--- config.mk ---
export PLATFORM = sky130hd
export DESIGN_NAME = vga_fb_writer
export DESIGN_NICKNAME = d
export VERILOG_FILES = /design/src/rtl/vga_pkg.sv /design/src/rtl/vga_fb_addr_gen.sv /design/src/rtl/vga_fb_writer.sv
export SDC_FILE = /design/constraint.sdc
export NUM_CORES = 1
export LEC_CHECK = 0
export ABC_CLOCK_PERIOD_IN_PS = 11000
export BUFFER_PORTS_ARGS = -buffer_cell sky130_fd_sc_hd__buf_2
export CELL_PAD_IN_SITES_DETAIL_PLACEMENT = 1
export CELL_PAD_IN_SITES_GLOBAL_PLACEMENT = 2
export CORE_MARGIN = 2
export CORE_UTILIZATION = 38
export DETAILED_ROUTE_END_ITERATION = 6
export PLACE_DENSITY_LB_ADDON = 0.15
export SLEW_MARGIN = 40
export SYNTH_ARGS = -nofsm -noshare
export SYNTH_HDL_FRONTEND = slang
export SYNTH_SLANG_ARGS = --single-unit
--- constraint.sdc ---
create_clock -name clk -period 11 [get_ports clk]
set_input_delay 1.65 -clock clk [delete_from_list [all_inputs] [get_ports clk]]
set_output_delay 1.65 -clock clk [all_outputs]
set_load 0.02 [all_outputs]
--- src/rtl/vga_pkg.sv ---
// vga_pkg: shared VGA geometry, pixel type and framebuffer command types
package vga_pkg;
  localparam int H_DISPLAY = 640;
  localparam int V_DISPLAY = 480;
  localparam int ADDR_WIDTH = 19;
  typedef logic [7:0] rgb332_t;
  typedef logic [ADDR_WIDTH-1:0] fb_addr_t;
  typedef enum logic {FB_PIXEL, FB_FILL} fb_op_t;
  typedef enum logic [1:0] {S_IDLE, S_SETUP, S_WRITE} fb_state_t;
endpackage

--- src/rtl/vga_fb_addr_gen.sv ---
// vga_fb_addr_gen: raster column/row counters with incremental framebuffer address
module vga_fb_addr_gen #(
  parameter int HW = 10,
  parameter int VW = 10,
  parameter int AW = 19,
  parameter int H = 640
) (
  input  logic          clk,
  input  logic          rst,
  input  logic          load,
  input  logic          step,
  input  logic [HW-1:0] x_start,
  input  logic [VW-1:0] y_start,
  input  logic [HW:0]   x_end,
  input  logic [VW:0]   y_end,
  output logic [AW-1:0] addr,
  output logic          last
);
  logic [HW-1:0] col;
  logic [VW-1:0] row;
  logic [AW-1:0] row_base, base0, next_base;
  logic row_end;
  assign base0 = AW'(y_start) * AW'(H);
  assign next_base = row_base + AW'(H);
  assign row_end = {1'b0, col} + (HW+1)'(1) == x_end;
  assign last = row_end && {1'b0, row} + (VW+1)'(1) == y_end;
  always_ff @(posedge clk)
    if (rst) begin
      col <= '0;
      row <= '0;
      row_base <= '0;
      addr <= '0;
    end else if (load) begin
      col <= x_start;
      row <= y_start;
      row_base <= base0;
      addr <= base0 + AW'(x_start);
    end else if (step) begin
      col <= row_end ? x_start : col + HW'(1);
      row <= row_end ? row + VW'(1) : row;
      row_base <= row_end ? next_base : row_base;
      addr <= row_end ? next_base + AW'(x_start) : addr + AW'(1);
    end
endmodule

--- src/rtl/vga_fb_writer.sv ---
// vga_fb_writer: turns pixel/fill commands into clipped row-major video RAM byte writes
module vga_fb_writer
  import vga_pkg::*;
#(
  parameter int HPOS_WIDTH = 10,
  parameter int VPOS_WIDTH = 10,
  parameter int H_DISPLAY = 640,
  parameter int V_DISPLAY = 480,
  parameter int ADDR_WIDTH = 19
) (
  input  logic                  clk,
  input  logic                  rst,
  input  logic                  cmd_valid,
  output logic                  cmd_ready,
  input  logic                  cmd_op,
  input  logic [HPOS_WIDTH-1:0] cmd_x,
  input  logic [VPOS_WIDTH-1:0] cmd_y,
  input  logic [HPOS_WIDTH-1:0] cmd_w,
  input  logic [VPOS_WIDTH-1:0] cmd_h,
  input  rgb332_t               cmd_color,
  output logic                  fb_we,
  input  logic                  fb_wready,
  output logic [ADDR_WIDTH-1:0] fb_addr,
  output rgb332_t               fb_wdata,
  output logic                  busy,
  output logic                  clip_err
);
  localparam logic [HPOS_WIDTH:0] HMAX = (HPOS_WIDTH+1)'(H_DISPLAY);
  localparam logic [VPOS_WIDTH:0] VMAX = (VPOS_WIDTH+1)'(V_DISPLAY);
  fb_state_t state, state_n;
  logic [HPOS_WIDTH-1:0] x, w;
  logic [VPOS_WIDTH-1:0] y, h;
  rgb332_t color;
  logic [HPOS_WIDTH:0] x_sum, x_end;
  logic [VPOS_WIDTH:0] y_sum, y_end;
  logic accept, off, empty, last, done;
  assign cmd_ready = state == S_IDLE && !rst;
  assign accept = cmd_valid && cmd_ready;
  assign x_sum = {1'b0, x} + {1'b0, w};
  assign y_sum = {1'b0, y} + {1'b0, h};
  assign x_end = x_sum > HMAX ? HMAX : x_sum;
  assign y_end = y_sum > VMAX ? VMAX : y_sum;
  assign off = {1'b0, x} >= HMAX || {1'b0, y} >= VMAX;
  assign empty = off || w == '0 || h == '0;
  assign clip_err = state == S_SETUP && (off || (!empty && (x_sum > HMAX || y_sum > VMAX)));
  assign busy = state != S_IDLE;
  assign fb_we = state == S_WRITE;
  assign fb_wdata = color;
  assign done = fb_we && fb_wready && last;
  always_comb
    state_n = state == S_IDLE ? (accept ? S_SETUP : S_IDLE)
            : state == S_SETUP ? (empty ? S_IDLE : S_WRITE)
            : state == S_WRITE && !done ? S_WRITE : S_IDLE;
  always_ff @(posedge clk)
    if (rst) begin
      state <= S_IDLE;
      x <= '0;
      y <= '0;
      w <= '0;
      h <= '0;
      color <= '0;
    end else begin
      state <= state_n;
      if (accept) begin
        x <= cmd_x;
        y <= cmd_y;
        w <= fb_op_t'(cmd_op) == FB_FILL ? cmd_w : HPOS_WIDTH'(1);
        h <= fb_op_t'(cmd_op) == FB_FILL ? cmd_h : VPOS_WIDTH'(1);
        color <= cmd_color;
      end
    end
  vga_fb_addr_gen #(
    .HW(HPOS_WIDTH),
    .VW(VPOS_WIDTH),
    .AW(ADDR_WIDTH),
    .H(H_DISPLAY)
  ) u_addr_gen (
    .clk(clk),
    .rst(rst),
    .load(state == S_SETUP && !empty),
    .step(fb_we && fb_wready && !last),
    .x_start(x),
    .y_start(y),
    .x_end(x_end),
    .y_end(y_end),
    .addr(fb_addr),
    .last(last)
  );
endmodule

==> run summary, run 1 <==
number of antenna violations at the first check in global routing - 1
RSZ-0062 raised after global routing - no
Horiz. Die Dim - 148 um
drt first pass iters - 4
CP max-delay cell - dfxtp_1
Initial Util - 39.0%
ratio of cells with drive above 1 in the final layout - 15.3%
Root Driver - clkbuf_16
CP Cell Sequence - ha_1 > inv_1 > fa_1 > nand2b_1 > a21oi_2 > o21ai_1 > a2111oi_1 > o2111a_1 > o21ai_1 > nor2_1 > o21ai_0 > and3b_1 > buf_2
Post-Syn Area - 7910 um2
Slew HR - 44.2%
Vias/cell - 5.60
Post-synth top flop - dfxtp_1
Worst EP arrival - 3.50 ns
first-pass GRT wire length - 41,000 um
fin crit period - 5.15 ns
Max Fclk - 194 MHz
Max Slew Vio Count - 0
CTS Buffer Depth - 2
largest stage delay on the critical path - 0.41 ns
largest net degree at the start of global routing - 78
Hold Fails Final Rpt - 0
peak supply drop - 0.0703 mV
hold_buf cts - 0
Area Growth Syn to Fin - 11.6%
critical path fanouts, max - 6
Core Footprint - 20,300 um2
starting DRC count in detailed routing - 299
Nets - 1,152
synthesis-stage register bit count - 101
GR Overflow Total - 0
Lkg Pwr - 3.46 nW
All-Layer GR Usage - 23.3%
Worst Path Buf+Inv - 2
status - finished, final reports clean
vias after detailed routing - 7,415
clock-pin slew on the worst setup and hold paths - 0.07 ns
Placement Setup Slack - 6.22 ns
Post-synth EDFFs - 0
Slew @ Worst Pin - 0.837 ns
Post-Route WL - 25,300 um
placed inst area - 8490 um2
wire per inst - 19.1 um
Clock Sinks - 101
Critical Path Sink Type - primary output
delay-heaviest family, CP - compound AO/OA/AOI/OAI gates
Setup Fix Bufs, Post-CTS - 0
Final WS setup - 5.85 ns
Mapped Avg Cell Area - 7.90 um2
die area - 22,000 um2
Pwr per Cell Area - 115 nW/um2
sequential cell area fraction in the yosys report - 25.6%
die height - 148 um
CTS tree - built
Worst Path Class, Setup - flop to primary output
total of max-cap violations - 0
TNS Setup - 0 ns
TritonCTS Buffers - 9
Critical Path Most Common Cell - o21ai_1
routability cong. - 0.838
Worst Path Required - 9.35 ns
post-CTS sizing - 0
# rows - 52
HPWL after DPL - 19,000 um
fin crit share - 46.8%
Worst Skew - 0.0117 ns
Clock Latency Late Sink - 0.36 ns
asr flop ratio synth - 0%
H-tree levels - 3
critical path startpoint category - flop
final setup fails - 0
Syn Inst Count - 1,001
Ys Warns - 0
fin area - 8820 um2
HP Class - flop to flop
IO Port Bufs - 83
DRC viols - 0
Ports - 84
Yosys cell types - 83
post-route ant nets - 0
Worst Hold Margin - 0.464 ns
Mapped Nets - 1,105
vias in the first global route - 7,532
[where the power goes]
group	internal, mW	leakage [nW]	switching (mW)	total (mW)
clock	0.208	0.156	0.156	0.364
sequential	0.382	0.821	0.0270	0.409
combinational	0.0878	2.48	0.154	0.242
[cell usage in the layout (no fill, tap or decap), drive strengths merged, types with 21 or more instances in the layout]
| cell type | n |
|---|---|
| a211oi | 21 |
| buf | 91 |
| xor2 | 36 |
| ha | 46 |
| nor2 | 71 |
| inv | 31 |
| nor4 | 21 |
| xnor2 | 61 |
| dfxtp | 101 |
| nand2 | 132 |
| a21oi | 67 |
| o21ai | 66 |
| nand3 | 47 |
| nor3 | 24 |
[kinds of logic (layout without fill, tap and decap cells)]
group	after synthesis	count (layout)	share of synthesized area [%]
mux	20	20	2.55
flops	101	101	25.6
compound gates	273	273	24.5
simple gates	375	375	23.6
fa+ha+maj	51	51	8.54
other cells	0	1	0
xor+xnor	97	97	10.8
buf+inv	84	136	4.45
[worst register-to-register path: cells and delay by family (launching register included)]
| kind | cells | cell delay [ns] |
|---|---|---|
| AND/OR/NAND/NOR | 2 | 0.60 |
| flip-flops | 1 | 0.41 |
| buffers and inverters | 2 | 0.34 |
| AO/OA/AOI/OAI | 9 | 2.65 |
| adder cells (fa/ha/maj) | 2 | 0.62 |
[final timing paths]
kind | from | endpoint | slack (ns) | cells after the start
worst max register to register | x[0] | u_addr_gen.addr[14] | 6.29 | 15
worst max-delay path | x[0] | clip_err | 5.85 | 13
worst min register to register | fb_wdata[2] | fb_wdata[2] | 0.46 | 2
worst min-delay path | fb_wdata[2] | fb_wdata[2] | 0.46 | 2
[cell usage after synthesis, types with 12 or more instances]
cell type / number / area share (%)
ha_1: 46 / 7.3
nor2_1: 71 / 3.4
nand2_1: 132 / 6.3
inv_1: 29 / 1.4
a21oi_1: 66 / 4.2
o21ai_0: 59 / 3.7
xnor2_1: 60 / 6.6
nor3_1: 22 / 1.4
nand3_1: 47 / 3.0
clkbuf_1: 42 / 2.0
dfxtp_1: 101 / 26
mux2i_1: 19 / 2.4
nor4_1: 14 / 1.1
a211oi_1: 18 / 1.7
xor2_1: 36 / 4.0
nand4_1: 12 / 0.95
[layout make-up]
class                      instances  area [um2]
antenna                            1        2.50
clock inverter                     6        92.6
inverter                          29         109
timing repair buffer              91         475
tap                              270         338
sequential                       101        2020
clock buffer                      10         239
fill                            2549       11500
multi-input combinational        816        5550
[registers in the layout, indices dropped and copies added (netlist names)]
register	flops
state	2
w	10
x	10
u_addr_gen.col	10
u_addr_gen.addr	19
h	10
u_addr_gen.row_base	12
fb_wdata	8
y	10
u_addr_gen.row	10
[per-stage QoR]
step | util, % | total power, mW | cells
2_1_floorplan | - | 0.586 | 1001
3_3_place_gp | 41.8 | 0.655 | 1307
3_5_place_dp | 41.8 | 0.660 | 1307
4_1_cts | 43.5 | 1.03 | 1323
5_1_grt | 43.5 | 1.06 | 1324
6_report | 43.5 | 1.01 | 1324
[layer usage]
layer  track usage (%)  routed length, um  vias to the layer above
met3              2.30                390                       18
met2              41.1              12400                       53
met1              30.7              12200                     3631
li1                  -                  -                     3713
met5                 0                  0                        -
met4              5.48                329                        0
Note: power is estimated with default switching activity, not from simulation.
==> run 2, diff against run 1 <==
Settings changed: ABC_AREA set to 1, ABC_CLOCK_PERIOD_IN_PS 11000 to 4280, CORE_UTILIZATION 38 to 29.
Clock period 11 ns to 4.28 ns, I/O delays scaled along.
==> run 2 against run 1 <==
Effect of this change:
- register-to-register slack worse by 5.8 ns
- synthesized area is 2.4% higher
- critical path depth rose by 4
- flip-flop and latch count unchanged
- clock skew is 0.0013 ns lower
- via count is 12% higher
- sequential share of layout area is 1.2 points lower
- final area rose by 5.4%
- first-iteration DRC count increased by 20%
- sequential power grew to 2.6 times the previous value
- count of clock-buffer cells in the layout unchanged
- worst setup slack got worse by 5.4 ns
- critical path type is now flop to flop
- largest power group unchanged
==> run summary, run 2 <==
starting DRC count in detailed routing - 359
Ant. Diodes - 0
cell taking the most area after synthesis - dfxtp_1
Clock Latency Late Sink - 0.37 ns
RSZ-0062 raised after global routing - no
TritonCTS Buffers - 9
most common cell after layout, fill and taps aside - nand2_1
Post-Syn Area - 8100 um2
fin crit period - 3.82 ns
first-pass GRT wire length - 45,400 um
Clock Sinks - 101
Root Driver - clkbuf_16
TNS Setup - 0 ns
All-Layer GR Usage - 19.9%
Lkg Pwr - 4.75 nW
number of antenna violations at the first check in global routing - 0
Power Internal - 1.91 mW
post-route ant nets - 0
Max Slew Vio Count - 0
Core Footprint - 27,600 um2
synthesis-stage register bit count - 101
Slew @ Worst Pin - 0.695 ns
peak supply drop - 0.156 mV
final setup fails - 0
die height - 171 um
HP Class - primary input to flop
Mapped Nets - 1,419
asr flop ratio synth - 0%
DRC viols - 0
critical path startpoint category - flop
Final Util - 33.7%
Ys Warns - 0
most frequent cell after synthesis - nand2_1
CP max-delay cell - and3_1
CTS tree - built
wire per inst - 15.8 um
Worst Skew - 0.0104 ns
Clk pwr share - 34.3%
CP Cell Sequence - ha_1 > inv_2 > nor3_1 > nand3_1 > and3_1 > nand2_1 > o21bai_1 > nand2_1 > a21oi_1 > nand3_1 > nor2_4 > nand3_2 > nand2_4 > nand2_4 > clkinv_2 > nor2_1 > nor2_1
Pwr per Cell Area - 322 nW/um2
sequential cell area fraction in the yosys report - 25.0%
Hold Fails Final Rpt - 0
GR Overflow Total - 0
critical path fanouts, max - 24
largest net degree at the start of global routing - 68
Logic pwr share - 29.5%
Sequential Power Share - 36.2%
Horiz. Die Dim - 171 um
Mapped Avg Cell Area - 6.16 um2
Biggest register - u_addr_gen.addr
routability cong. - 0.830
switching portion of total power - 36.3%
Worst EP arrival - 4.13 ns
post-synth top area share - 25.0%
largest stage delay on the critical path - 0.61 ns
Nets - 1,485
Critical Path Sink Type - flop
Net Sw Power - 1.09 mW
total of max-cap violations - 0
HPWL after DPL - 22,000 um
# rows - 61
Worst Path Required - 4.59 ns
Area Growth Syn to Fin - 14.9%
drt first pass iters - 4
Post-Route WL - 27,900 um
Synth top cells by count - 353 x nand2_1, 170 x inv_1, 168 x nor2_1, 122 x nand3_1, 101 x dfxtp_1
status - finished, final reports clean
ratio of cells with drive above 1 in the final layout - 11.3%
Max Fclk - 262 MHz
Largest regs - u_addr_gen.addr x19, u_addr_gen.row_base x12
Post-synth EDFFs - 0
Post-synth top flop - dfxtp_1
largest cells by area after synthesis - dfxtp_1 25%, nand2_1 16%, inv_1 7.9%, nor2_1 7.8%, nand3_1 7.5%
Ports - 84
fin crit share - 89.2%
CTS Buffer Depth - 2
Syn Inst Count - 1,315
clock-pin slew on the worst setup and hold paths - 0.08 ns
H-tree levels - 3
Slew HR - 53.6%
Initial Util - 29.3%
Worst Path Class, Setup - flop to flop
vias after detailed routing - 8,281
Vias/cell - 4.69
commonest non-fill, non-tap cells in the layout - 351 x nand2_1, 168 x inv_1, 168 x nor2_1, 122 x nand3_1, 101 x dfxtp_1
vias in the first global route - 8,347
Yosys cell types - 44
die area - 29,300 um2
max reg flops - 19
IO Port Bufs - 83
[run 2: path summary, 6_finish.rpt]
path                 from                  to  slack (ns)  cells after the start
min reg2reg   fb_wdata[4]         fb_wdata[4]        0.47                      2
min          cmd_color[6]         fb_wdata[6]        0.46                      3
max reg2reg          x[8]  u_addr_gen.addr[8]        0.46                     17
max                  x[8]  u_addr_gen.addr[8]        0.46                     17
[run 2: layer usage]
layer  vias up  part of all wire, %  global-route usage (%)
met2        79                   46                    33.7
li1       4317                    -                       -
met1      3862                   50                    26.4
met5         -                    0                       0
met3        23                  2.0                    2.17
met4         0                  1.9                    6.04
[run 2: repair_timing]
action	in CTS	in global routing
hold buffers	0	0
setup buffers	0	2
gates resized for setup	0	1
endpoints found under the setup margin	0	28
hold endpoints to repair	0	0
[run 2: logic make-up after synthesis]
family | count (synthesis) | synth area share (%)
compound gates | 154 | 10.2
xor+xnor | 59 | 6.48
fa+ha+maj | 51 | 8.34
buf+inv | 221 | 10.8
flops | 101 | 25.0
mux | 1 | 0.124
simple gates | 728 | 39.0
[run 2: power groups by stage]
stage          Sequential (mW)  Clock [mW]  Combinational [mW]
4_1_cts                   1.08        1.07               0.894
3_3_place_gp              1.10           0               0.886
3_5_place_dp              1.11           0               0.888
6_report                  1.08        1.03               0.882
2_1_floorplan             1.11           0               0.598
5_1_grt                   1.09        1.08                1.01
[run 2: final cells by class]
cell class | count | area, um2
fill | 3679 | 18300
tap | 378 | 473
clock inverter | 6 | 119
sequential | 101 | 2020
inverter | 173 | 651
timing repair buffer | 103 | 591
multi-input combinational | 993 | 5210
clock buffer | 10 | 239
[run 2: critical path, delay by kind of cell, from the launching register on]
kind                       cells  cell delay (ns)
adders and majority gates      1             0.35
buffers and inverters          2             0.42
DFF                            1             0.57
and+or+nand+nor               12             2.03
AOI/OAI and AO/OA              2             0.36
[run 2: stage by stage]
step	instance area [um2]	instances	setup slack, ns	power (mW)	hold WS [ns]
2_1_floorplan	8100	1315	1.10	1.71	0.455
3_3_place_gp	8930	1746	0.309	1.99	0.451
3_5_place_dp	8930	1746	0.184	1.99	0.458
4_1_cts	9290	1762	0.138	3.04	0.447
5_1_grt	9300	1764	0.00513	3.19	0.464
6_report	9300	1764	0.461	2.99	0.460
